[config.mk]
export PLATFORM = sky130hd
export DESIGN_NAME = zircon_tlc5615_spi_ctrl_flat
export DESIGN_NICKNAME = d
export VERILOG_FILES = /design/src/rtl/zircon_tlc5615_spi_ctrl_pkg.sv /design/src/rtl/zircon_tlc5615_spi_ctrl_if.sv /design/src/rtl/zircon_tlc5615_clkdiv.sv /design/src/rtl/zircon_tlc5615_spi_ctrl.sv /design/src/flat_wrapper.sv
export SDC_FILE = /design/constraint.sdc
export NUM_CORES = 1
export LEC_CHECK = 0
export BUFFER_PORTS_ARGS = -buffer_cell sky130_fd_sc_hd__buf_4
export CORE_ASPECT_RATIO = 0.8
export CORE_MARGIN = 2
export CORE_UTILIZATION = 45
export DETAILED_ROUTE_END_ITERATION = 7
export GPL_ROUTABILITY_DRIVEN = 0
export PLACE_DENSITY = 0.72
export SLEW_MARGIN = 40
export SYNTH_ARGS = -nofsm -noshare
export SYNTH_HDL_FRONTEND = slang
export SYNTH_HIERARCHICAL = 1
export SYNTH_SLANG_ARGS = --single-unit
[constraint.sdc]
create_clock -name csi_clk -period 4.35 [get_ports csi_clk]
set_input_delay 0.6525 -clock csi_clk [delete_from_list [all_inputs] [get_ports csi_clk]]
set_output_delay 0.6525 -clock csi_clk [all_outputs]
set_load 0.02 [all_outputs]
[src/rtl/zircon_tlc5615_spi_ctrl_pkg.sv]
// -----------------------------------------------------------------------------
// zircon_tlc5615_pkg
//
// Shared definitions for the TLC5615 serial sequencer:
//   state_e      - sequencer states (IDLE, SETUP, SHIFT, HOLD)
//   FRAME_BITS   - bits per TLC5615 serial frame
//   HALF_PERIODS - SCLK half-periods per frame (two per bit)
//   build_frame  - maps an 8-bit DAC code onto the 16-bit wire frame
// -----------------------------------------------------------------------------
package zircon_tlc5615_pkg;

    typedef enum logic [1:0] {
        ST_IDLE  = 2'd0,
        ST_SETUP = 2'd1,
        ST_SHIFT = 2'd2,
        ST_HOLD  = 2'd3
    } state_e;

    localparam int FRAME_BITS   = 16;
    localparam int HALF_PERIODS = 32;

    // Four dummy bits lead the frame. The 8-bit code fills the upper bits of
    // the 10-bit DAC word, whose two LSBs are zero. Two fill bits close the
    // frame, so the code sits in bits [11:4].
    function automatic logic [FRAME_BITS-1:0] build_frame(input logic [7:0] code);
        return {4'h0, code, 4'h0};
    endfunction

endpackage

[src/rtl/zircon_tlc5615_spi_ctrl_if.sv]
// -----------------------------------------------------------------------------
// zircon_tlc5615_spi_ctrl_if
//
// Bundles the register-block request/status signals and the TLC5615 pins.
//   da_in[7:0]   DAC code, sampled when da_start is high
//   da_start     one-cycle request pulse
//   da_busy      frame, CS hold or pending request outstanding
//   da_done      one-cycle pulse when a frame's CS hold completes
//   da_overrun   one-cycle pulse when an unsent pending code is overwritten
//   tlc_cs_n     DAC chip select, active-low
//   tlc_sclk     DAC serial clock
//   tlc_din      DAC serial data, MSB first
// The master modport is the register block, which drives requests and may
// observe the pins. The slave modport is the sequencer.
// -----------------------------------------------------------------------------
interface zircon_tlc5615_spi_ctrl_if;

    logic [7:0] da_in;
    logic       da_start;
    logic       da_busy;
    logic       da_done;
    logic       da_overrun;
    logic       tlc_cs_n;
    logic       tlc_sclk;
    logic       tlc_din;

    modport master (
        output da_in, da_start,
        input  da_busy, da_done, da_overrun,
        input  tlc_cs_n, tlc_sclk, tlc_din
    );

    modport slave (
        input  da_in, da_start,
        output da_busy, da_done, da_overrun,
        output tlc_cs_n, tlc_sclk, tlc_din
    );

endinterface

[src/rtl/zircon_tlc5615_clkdiv.sv]
// -----------------------------------------------------------------------------
// zircon_tlc5615_clkdiv
//
// Tick generator. tick_o is high on the last cycle of each CLK_DIV-cycle
// interval. The interval restarts whenever clear_i is high, which the
// sequencer asserts on every state entry.
//   clk_i    system clock
//   rst_i    asynchronous active-high reset
//   clear_i  restart the interval next cycle
//   tick_o   last cycle of the current interval
// -----------------------------------------------------------------------------
module zircon_tlc5615_clkdiv #(
    parameter int CLK_DIV = 4
) (
    input  logic clk_i,
    input  logic rst_i,
    input  logic clear_i,
    output logic tick_o
);

    localparam int              CW   = $clog2(CLK_DIV + 1);
    localparam logic [CW-1:0]   LAST = CW'(CLK_DIV - 1);

    logic [CW-1:0] cnt_q;
    logic [CW-1:0] cnt_d;

    assign tick_o = (cnt_q == LAST);

    always_comb begin
        // NOTE: every combinational output gets a default before any branch;
        // a path that leaves it unassigned would infer a latch.
        cnt_d = cnt_q + CW'(1);
        if (clear_i || tick_o) begin
            cnt_d = '0;
        end
    end

    always_ff @(posedge clk_i or posedge rst_i) begin
        // NOTE: state registers use non-blocking assignment so that every
        // flop samples the pre-edge values, independent of process order.
        if (rst_i) begin
            cnt_q <= '0;
        end else begin
            cnt_q <= cnt_d;
        end
    end

endmodule

[src/rtl/zircon_tlc5615_spi_ctrl.sv]
// -----------------------------------------------------------------------------
// zircon_tlc5615_spi_ctrl
//
// Turns one-cycle da_start / da_in requests into 16-bit TLC5615 serial
// frames and buffers one request while a frame is in flight.
//   csi_clk    system clock
//   rsi_reset  asynchronous active-high reset
//   da_if      slave side of zircon_tlc5615_spi_ctrl_if (request, status
//              and the DAC pins; all outputs come straight from flops)
// Parameters:
//   CLK_DIV    SCLK half-period in csi_clk cycles (2..255)
//   CS_HOLD    minimum CS-high cycles between frames (1..255)
//
// Frame timeline for a request sampled at edge N with D = CLK_DIV:
//   SETUP  D cycles, CS low, SCLK low, DIN = bit15
//   SHIFT  32 half-periods of D cycles. The first half-period is high.
//          DIN advances at the start of each low half.
//   HOLD   CS_HOLD cycles with CS high. da_done is seen with the IDLE return.
// -----------------------------------------------------------------------------
module zircon_tlc5615_spi_ctrl #(
    parameter int CLK_DIV = 4,
    parameter int CS_HOLD = 2
) (
    input  logic                            csi_clk,
    input  logic                            rsi_reset,
    zircon_tlc5615_spi_ctrl_if.slave        da_if
);

    import zircon_tlc5615_pkg::*;

    localparam logic [5:0] HALF_LAST = 6'(HALF_PERIODS - 1);
    localparam logic [7:0] HOLD_LAST = 8'(CS_HOLD - 1);

    state_e                 state_q,      state_d;
    logic [FRAME_BITS-1:0]  shreg_q,      shreg_d;
    logic [5:0]             half_cnt_q,   half_cnt_d;
    logic [7:0]             hold_cnt_q,   hold_cnt_d;
    logic [7:0]             pend_code_q,  pend_code_d;
    logic                   pend_valid_q, pend_valid_d;
    logic                   sclk_q,       sclk_d;
    logic                   cs_n_q,       cs_n_d;
    logic                   busy_q,       busy_d;
    logic                   done_q,       done_d;
    logic                   overrun_q,    overrun_d;

    logic                   tick;
    logic                   state_entry;

    // Restarting the divider on every state change aligns SETUP and the
    // first SHIFT half-period to the transition edge.
    assign state_entry = (state_d != state_q);

    zircon_tlc5615_clkdiv #(
        .CLK_DIV (CLK_DIV)
    ) u_clkdiv (
        .clk_i   (csi_clk),
        .rst_i   (rsi_reset),
        .clear_i (state_entry),
        .tick_o  (tick)
    );

    // ---------------------------------------------------------------------
    // Next-state and output decode
    // ---------------------------------------------------------------------
    always_comb begin
        state_d      = state_q;
        shreg_d      = shreg_q;
        half_cnt_d   = half_cnt_q;
        hold_cnt_d   = hold_cnt_q;
        pend_code_d  = pend_code_q;
        pend_valid_d = pend_valid_q;
        sclk_d       = sclk_q;
        done_d       = 1'b0;
        overrun_d    = 1'b0;

        case (state_q)
            ST_IDLE: begin
                if (pend_valid_q) begin
                    // The older buffered request goes first. A start in the
                    // same cycle refills the buffer that is being emptied.
                    state_d      = ST_SETUP;
                    shreg_d      = build_frame(pend_code_q);
                    pend_valid_d = 1'b0;
                    if (da_if.da_start) begin
                        pend_code_d  = da_if.da_in;
                        pend_valid_d = 1'b1;
                    end
                end else if (da_if.da_start) begin
                    state_d = ST_SETUP;
                    shreg_d = build_frame(da_if.da_in);
                end
            end

            ST_SETUP: begin
                if (tick) begin
                    state_d    = ST_SHIFT;
                    sclk_d     = 1'b1;
                    half_cnt_d = '0;
                end
            end

            ST_SHIFT: begin
                if (tick) begin
                    if (half_cnt_q == HALF_LAST) begin
                        state_d    = ST_HOLD;
                        sclk_d     = 1'b0;
                        hold_cnt_d = '0;
                    end else begin
                        half_cnt_d = half_cnt_q + 6'd1;
                        sclk_d     = ~sclk_q;
                        // A falling SCLK opens a low half, so the next bit is
                        // presented here. Zero fill leaves DIN low after bit0.
                        if (sclk_q) begin
                            shreg_d = {shreg_q[FRAME_BITS-2:0], 1'b0};
                        end
                    end
                end
            end

            ST_HOLD: begin
                if (hold_cnt_q == HOLD_LAST) begin
                    state_d = ST_IDLE;
                    done_d  = 1'b1;
                end else begin
                    hold_cnt_d = hold_cnt_q + 8'd1;
                end
            end

            default: begin
                state_d = ST_IDLE;
            end
        endcase

        // Outside IDLE a request can only be buffered. The newest code wins.
        if (da_if.da_start && (state_q != ST_IDLE)) begin
            pend_code_d  = da_if.da_in;
            pend_valid_d = 1'b1;
            overrun_d    = pend_valid_q;
        end

        // Pin levels are decoded from the next state so the flops present
        // them in the same cycle as the state they belong to.
        cs_n_d = !((state_d == ST_SETUP) || (state_d == ST_SHIFT));
        busy_d = (state_d != ST_IDLE) || pend_valid_d;
    end

    // ---------------------------------------------------------------------
    // Registers
    // ---------------------------------------------------------------------
    always_ff @(posedge csi_clk or posedge rsi_reset) begin
        if (rsi_reset) begin
            state_q      <= ST_IDLE;
            shreg_q      <= '0;
            half_cnt_q   <= '0;
            hold_cnt_q   <= '0;
            // NOTE: the pending code is qualified by pend_valid_q and needs
            // no reset. It is cleared anyway because it is a single small
            // register, and a known value keeps simulation free of X.
            pend_code_q  <= '0;
            pend_valid_q <= 1'b0;
            sclk_q       <= 1'b0;
            cs_n_q       <= 1'b1;
            busy_q       <= 1'b0;
            done_q       <= 1'b0;
            overrun_q    <= 1'b0;
        end else begin
            state_q      <= state_d;
            shreg_q      <= shreg_d;
            half_cnt_q   <= half_cnt_d;
            hold_cnt_q   <= hold_cnt_d;
            pend_code_q  <= pend_code_d;
            pend_valid_q <= pend_valid_d;
            sclk_q       <= sclk_d;
            cs_n_q       <= cs_n_d;
            busy_q       <= busy_d;
            done_q       <= done_d;
            overrun_q    <= overrun_d;
        end
    end

    assign da_if.tlc_cs_n   = cs_n_q;
    assign da_if.tlc_sclk   = sclk_q;
    assign da_if.tlc_din    = shreg_q[FRAME_BITS-1];
    assign da_if.da_busy    = busy_q;
    assign da_if.da_done    = done_q;
    assign da_if.da_overrun = overrun_q;

endmodule

[src/flat_wrapper.sv]
// flat-port wrapper written by rule: the top's interface ports become plain ports
module zircon_tlc5615_spi_ctrl_flat import zircon_tlc5615_pkg::*;
#(
    parameter int CLK_DIV = 4,
    parameter int CS_HOLD = 2
)
  (csi_clk, rsi_reset, da_if_da_in, da_if_da_start, da_if_da_busy, da_if_da_done, da_if_da_overrun, da_if_tlc_cs_n, da_if_tlc_sclk, da_if_tlc_din);
  zircon_tlc5615_spi_ctrl_if da_if_i ();
  input  logic csi_clk;
  input  logic rsi_reset;
  input wire logic [$bits(da_if_i.da_in)-1:0] da_if_da_in;
  input wire logic [$bits(da_if_i.da_start)-1:0] da_if_da_start;
  output wire logic [$bits(da_if_i.da_busy)-1:0] da_if_da_busy;
  output wire logic [$bits(da_if_i.da_done)-1:0] da_if_da_done;
  output wire logic [$bits(da_if_i.da_overrun)-1:0] da_if_da_overrun;
  output wire logic [$bits(da_if_i.tlc_cs_n)-1:0] da_if_tlc_cs_n;
  output wire logic [$bits(da_if_i.tlc_sclk)-1:0] da_if_tlc_sclk;
  output wire logic [$bits(da_if_i.tlc_din)-1:0] da_if_tlc_din;
  assign da_if_i.da_in = da_if_da_in;
  assign da_if_i.da_start = da_if_da_start;
  assign da_if_da_busy = da_if_i.da_busy;
  assign da_if_da_done = da_if_i.da_done;
  assign da_if_da_overrun = da_if_i.da_overrun;
  assign da_if_tlc_cs_n = da_if_i.tlc_cs_n;
  assign da_if_tlc_sclk = da_if_i.tlc_sclk;
  assign da_if_tlc_din = da_if_i.tlc_din;
  zircon_tlc5615_spi_ctrl #(.CLK_DIV(CLK_DIV), .CS_HOLD(CS_HOLD)) u_core (.csi_clk(csi_clk), .rsi_reset(rsi_reset), .da_if(da_if_i));
endmodule
=== Word-level counts from Yosys, hierarchy flattened ===
Index checks and enable logic that the tools add are counted.

* Input bits: 11
* Flip-flop bits (word level): 49

* Equal/unequal tests: 16
* Bitwise logic cells: 1
* Mux-type cells: 37
* Reduce and logical (&&, ||, !) cells: 19
* $add $sub $neg: 3

{| class="wikitable"
|+ Operators with widths
! kind !! count
|-
| $mux 16 || 5
|-
| $mux 8 || 7
|-
| $pmux 16 s2 || 1
|-
| $mux 6 || 3
|-
| $pmux 8 s2 || 1
|-
| $reduce_bool 2->1 || 8
|-
| $mux 2 || 6
|-
| $pmux 6 s2 || 1
|-
| $mux 1 || 10
|-
| $add 8x1->8 const B || 1
|-
| $eq 8x1->1 const B || 1
|-
| $ne 2x2->1 const B || 4
|-
| $pmux 2 s4 || 1
|-
| $reduce_and 4->1 || 2
|-
| $add 6x1->6 const B || 1
|-
| $eq 2x2->1 const B || 3
|-
| $eq 6x5->1 const B || 1
|-
| $reduce_and 3->1 || 2
|-
| $reduce_and 5->1 || 1
|-
| $eq 2x1->1 const B || 2
|-
| $ne 2x1->1 const B || 2
|-
| $add 3x1->3 const B || 1
|-
| $eq 3x2->1 const B || 1
|-
| $logic_or 1x1->1 || 3
|-
| 8 further kinds || 8
|}

=== Longest topological paths before layout ===
* Depth in word-level cells: 7
* Gate-level depth with buffers: 8

=== Modules after synthesis ===
The synthesis kept the hierarchy.

{| class="wikitable"
|+ By module, submodules not included
! module !! cells each !! times used !! area each (µm²)
|-
| zircon_tlc5615_spi_ctrl || 211 || 1 || 2,235.9
|-
| zircon_tlc5615_clkdiv || 10 || 1 || 130.1
|}

=== Least setup slack after synthesis ===
Ideal clock, no wire load.

* Path kind: register to register
* Start point: register u_core.u_clkdiv.cnt_q[0]
* End point: register u_core.shreg_q[5]
* Required time: 4.225 ns
* Setup slack: 2.411 ns
* Buffers on the path: 2
* Data arrival time: 1.813 ns
* Setup time: 0.125 ns
* Stages on the path, launching flop included: 9
* Period minus slack after synthesis: 1.939 ns
* Cells stage by stage: dfrtp_1 > ha_1 > ha_1 > buf_4 > nor2b_2 > nand3_1 > o22ai_4 > buf_8 > mux2_4

* Word-level cells in the longest chain between the ends: 3

{| class="wikitable"
|+ RTL lines
! element !! RTL line !! source
|-
| start: declaration || zircon_tlc5615_clkdiv.sv:24 || <nowiki>logic [CW-1:0] cnt_q;</nowiki>
|-
| start signal: assignment || zircon_tlc5615_clkdiv.sv:44 || <nowiki>cnt_q <= cnt_d;</nowiki>
|-
| $eq 3x2->1 || zircon_tlc5615_clkdiv.sv:27 || <nowiki>assign tick_o = (cnt_q == LAST);</nowiki>
|-
| via u_core.tick || zircon_tlc5615_spi_ctrl.sv:46 || <nowiki>logic tick;</nowiki>
|-
| $ne 2x2->1 (no source line) || - ||
|-
| $reduce_and 5->1 (no source line) || - ||
|-
| end signal: assignment || zircon_tlc5615_spi_ctrl.sv:168 || <nowiki>shreg_q <= shreg_d;</nowiki>
|-
| end: declaration || zircon_tlc5615_spi_ctrl.sv:35 || <nowiki>logic [FRAME_BITS-1:0] shreg_q, shreg_d;</nowiki>
|}

The timed path passes the listed nets, and every way through them passes these cells.
A chain may end at the register's enable or synchronous reset.

=== Final worst setup path ===
* Start point: register u_core.state_q[1]
* End point: register u_core.hold_cnt_q[6]

* Word-level cells in the longest chain between the ends: 3
* Elaborated cells between the ends (all ways): 8
* Classes of those cells: 5 x eq/ne; 1 x mux; 2 x reduce/logical

{| class="wikitable"
|+ RTL lines
! element !! RTL line !! source
|-
| start: declaration || zircon_tlc5615_spi_ctrl.sv:34 || <nowiki>state_e state_q, state_d;</nowiki>
|-
| start signal: assignment || zircon_tlc5615_spi_ctrl.sv:167 || <nowiki>state_q <= state_d;</nowiki>
|-
| $eq 2x2->1 || zircon_tlc5615_spi_ctrl.sv:76 || <nowiki>case (state_q)</nowiki>
|-
| $ne 2x2->1 (no source line), or another cell as far along || - ||
|-
| $reduce_and 4->1 (no source line) || - ||
|-
| end signal: assignment || zircon_tlc5615_spi_ctrl.sv:170 || <nowiki>hold_cnt_q <= hold_cnt_d;</nowiki>
|-
| end: declaration || zircon_tlc5615_spi_ctrl.sv:37 || <nowiki>logic [7:0] hold_cnt_q, hold_cnt_d;</nowiki>
|}

Several ways; a longest one is shown, not always the timed one.

==> impl_metrics.json <==
{
  "power_mw": 0.7434,
  "synth_fp_nets": 237,
  "status": "finished, final reports clean",
  "hpwl_microns": 3023,
  "crit_path_top_delay_cell": "dfrtp_1",
  "via_count": 1623,
  "dieHeight_microns": 68.86,
  "synth_edf_count": 0,
  "ctsHoldBuffers": 0,
  "path_delay_family": "simple AND/OR/NAND/NOR gates",
  "crit_required_ps": 4520,
  "dieWidth_microns": 85.07,
  "cts.sinks": 45,
  "hold_viol_final": 0,
  "slowest_delay_ps": 780,
  "synth_top_area_cell": "dfrtp_1",
  "ir_worst_vdd_v": 0.0001838,
  "cap_viol_max_count": 0,
  "wl_microns": 4210,
  "pre_cts_ws_ps": 1872,
  "reg2reg_depth": 4,
  "path_cells": "nor2b_2, nor4b_2, or4_1, nand2_1",
  "antenna_cells": 0,
  "rsz0062_at_grt": "no",
  "antenna_found_initial": 0,
  "clk_latency_ps": 290,
  "overflow": 0,
  "grt_pass1_vias": 1459,
  "drt-initial-drc-count": 131,
  "path_class": "reg -> reg",
  "min_path_type": "in -> async",
  "fp-row-count": 23,
  "seq_area_frac_synth": 0.4765,
  "grt_pass1_wl_microns": 7320,
  "post_cts_buffers": 0,
  "endpoint_kind": "flop",
  "wl_per_cell_microns": 14.18,
  "async_flop_share": 1.000,
  "num-nets-final": 250,
  "swShare": 0.2104,
  "drtPass1Iterations": 4,
  "min_period_ps": 2503,
  "slew_headroom": 0.4820,
  "switching_power_mw": 0.1564,
  "cts_tree": "done",
  "yosysTopAreaCellShare": 0.4654,
  "drc": 0,
  "power_density_nw_per_um2": 286.2,
  "syn_avg_cell_area_sq_um": 10.71,
  "cell_internal_pwr_mw": 0.5870,
  "clock.fmax_mhz": 399.5,
  "crit_buf_inv": 0,
  "crit_fanout": 24,
  "fin_setup_tns_ps": 0,
  "worst_pin_slew_ps": 773.6,
  "cts_buffers": 5,
  "ant_nets": 0,
  "finalMaxSlewViolations": 0,
  "worst_ep_arrival_time_ps": 2680,
  "cts-root-buf": "clkbuf_8",
  "synth_cells": 221,
  "vias_per_cell": 5.465,
  "die-area_sq_um": 5857,
  "ys.flop_type": "dfrtp_1",
  "cts_resized": 0,
  "finalCritPeriodShare": 0.5755,
  "io_pins": 17,
  "path_depth": 4,
  "path_clk_slew_ps": 80,
  "finalClockSkew_ps": 7.851,
  "portBuffers": 16,
  "htreeDepth": 2,
  "p_leak_nw": 1.144,
  "drive_gt1_frac": 0.2128,
  "p_seq_frac": 0.579,
  "start_util": 0.4698,
  "syn_area_sq_um": 2366,
  "grt_use_total": 0.1611,
  "ys_top_cells_by_area": "dfrtp_1, mux2i_1, mux2_2, nand2_1, mux2_4",
  "power_frac_clock": 0.375,
  "core_region_area_sq_um": 5036,
  "finalSetupViolCount": 0,
  "syn2layout_area_growth_pct": 9.783,
  "yosys_warnings": 6,
  "layout_setup_ws_ps": 1847,
  "ctsLongestPathBuffers": 2,
  "grt_max_degree": 32,
  "ys_seq_elements": 45,
  "power_frac_comb": 0.047,
  "yosysUniqueCellTypes": 54,
  "start_kind": "flop"
}
==> through the flow <==
stage | instance area, sq um | instances | hold WS [ps] | util
floorplan | 2366 | 221 | 406.1 | -
detailed placement | 2496 | 289 | 426.6 | 0.4957
finish | 2597 | 297 | 232.0 | 0.5158
CTS | 2597 | 297 | 230.3 | 0.5158
global route | 2597 | 297 | 228.1 | 0.5158
global placement | 2496 | 289 | 417.2 | 0.4957
==> area by class of cell <==
cell class	count	area, sq um
inverters	14	52.55
flip-flops and latches	45	1127
repair buffers	17	127.6
clock inverters	1	5.005
clock buffers	7	96.34
multi-input cells	151	1111
well taps	62	77.57
fillers	453	2439
==> cell families after synthesis <==
family,count (synthesis),share of synthesized area
and+or+nand+nor,73,0.1740
DFF,45,0.4765
AOI/OAI and AO/OA,41,0.1206
buffers and inverters,25,0.05393
adders and majority gates,6,0.03067
xor gates and xnor gates,5,0.01851
muxes,26,0.1259
==> power groups by stage <==
stage                     Sequential [mW]  Combinational [mW]  Clock (mW)
after CTS                           0.430              0.0361       0.286
after floorplan                     0.438              0.0200           0
after global routing                0.431              0.0400       0.308
after global placement              0.438              0.0352           0
final                               0.430              0.0346       0.279
after detailed placement            0.439              0.0361           0
==> path summary, 6_finish.rpt <==
| kind | endpoint | slack, ps | from |
|---|---|---|---|
| worst max-delay path | u_core/hold_cnt_q[6]$_DFFE_PP0P_ | 1850 | u_core/state_q[1]$_DFF_PP0_ |
| worst min-delay path | u_core/u_clkdiv/cnt_q[1]$_DFF_PP0_ | 230 | rsi_reset |
| worst max register to register | u_core/hold_cnt_q[6]$_DFFE_PP0P_ | 1850 | u_core/state_q[1]$_DFF_PP0_ |
| worst min register to register | u_core/u_clkdiv/cnt_q[0]$_DFF_PP0_ | 440 | u_core/u_clkdiv/cnt_q[0]$_DFF_PP0_ |
| max in group asynchronous | u_core/da_if.tlc_cs_n$_DFF_PP1_ | 3170 | rsi_reset |
| min in group csi_clk | u_core/u_clkdiv/cnt_q[0]$_DFF_PP0_ | 440 | u_core/u_clkdiv/cnt_q[0]$_DFF_PP0_ |
==> cell usage in the layout (no fill, tap or decap), types with 2 or more instances in the layout <==
| cell | instances |
|---|---|
| a21oi_1 | 7 |
| a41oi_1 | 2 |
| nor4b_2 | 2 |
| mux2_1 | 2 |
| dfrtp_1 | 44 |
| nor3_1 | 6 |
| nand2b_1 | 3 |
| nor2_1 | 13 |
| and2_1 | 2 |
| nand3_1 | 4 |
| nor2b_2 | 2 |
| o211ai_1 | 3 |
| mux2_4 | 5 |
| and4_1 | 3 |
| xor2_1 | 3 |
| nand4b_1 | 3 |
| ha_1 | 5 |
| inv_1 | 14 |
| mux2i_1 | 11 |
| o221ai_1 | 3 |
| clkbuf_8 | 7 |
| nand4_1 | 2 |
| xnor2_1 | 2 |
| nand2_1 | 24 |
| buf_4 | 17 |
| o21ai_0 | 12 |
| o22ai_1 | 3 |
| mux2_2 | 8 |
==> cell usage after synthesis, types with 2 or more instances <==
master / instances
nor2b_2: 2
ha_1: 5
and2_1: 2
xor2_1: 3
o221ai_1: 3
a21oi_1: 7
a41oi_1: 2
xnor2_1: 2
nand2b_1: 3
buf_2: 3
inv_1: 14
mux2_4: 5
buf_6: 2
clkbuf_1: 3
o21ai_0: 12
mux2_2: 8
nand2_1: 24
nand4b_1: 3
dfrtp_1: 44
o22ai_1: 3
mux2_1: 2
and4_1: 3
o211ai_1: 3
nor3_1: 6
nor2_1: 13
nand3_1: 4
nand4_1: 2
mux2i_1: 11
nor4b_2: 2
==> worst register-to-register path, stage by stage (launching register included) <==
cell and delay (ps):
dfrtp_1 780, nor2b_2 770, nor4b_2 580, or4_1 190
nand2_1 60
==> registers in the layout, indices dropped and copies added (netlist names) <==
signal / count
u_core/da_if.da_busy: 1
u_core/da_if.da_done: 1
u_core/da_if.da_overrun: 1
u_core/da_if.tlc_cs_n: 1
u_core/da_if.tlc_sclk: 1
u_core/half_cnt_q: 6
u_core/hold_cnt_q: 8
u_core/pend_code_q: 8
u_core/pend_valid_q: 1
u_core/shreg_q: 12
u_core/state_q: 2
u_core/u_clkdiv/cnt_q: 3
==> per-layer routing <==
layer / GRT usage / up-vias / wire length [microns]
li1: - / 812 / -
met1: 0.2461 / 783 / 2149
met2: 0.2295 / 26 / 1878
met3: 0.03214 / 2 / 148
met4: 0.04762 / 0 / 34
met5: 0 / - / 0
No activity file was read; power rests on OpenSTA's default activity.
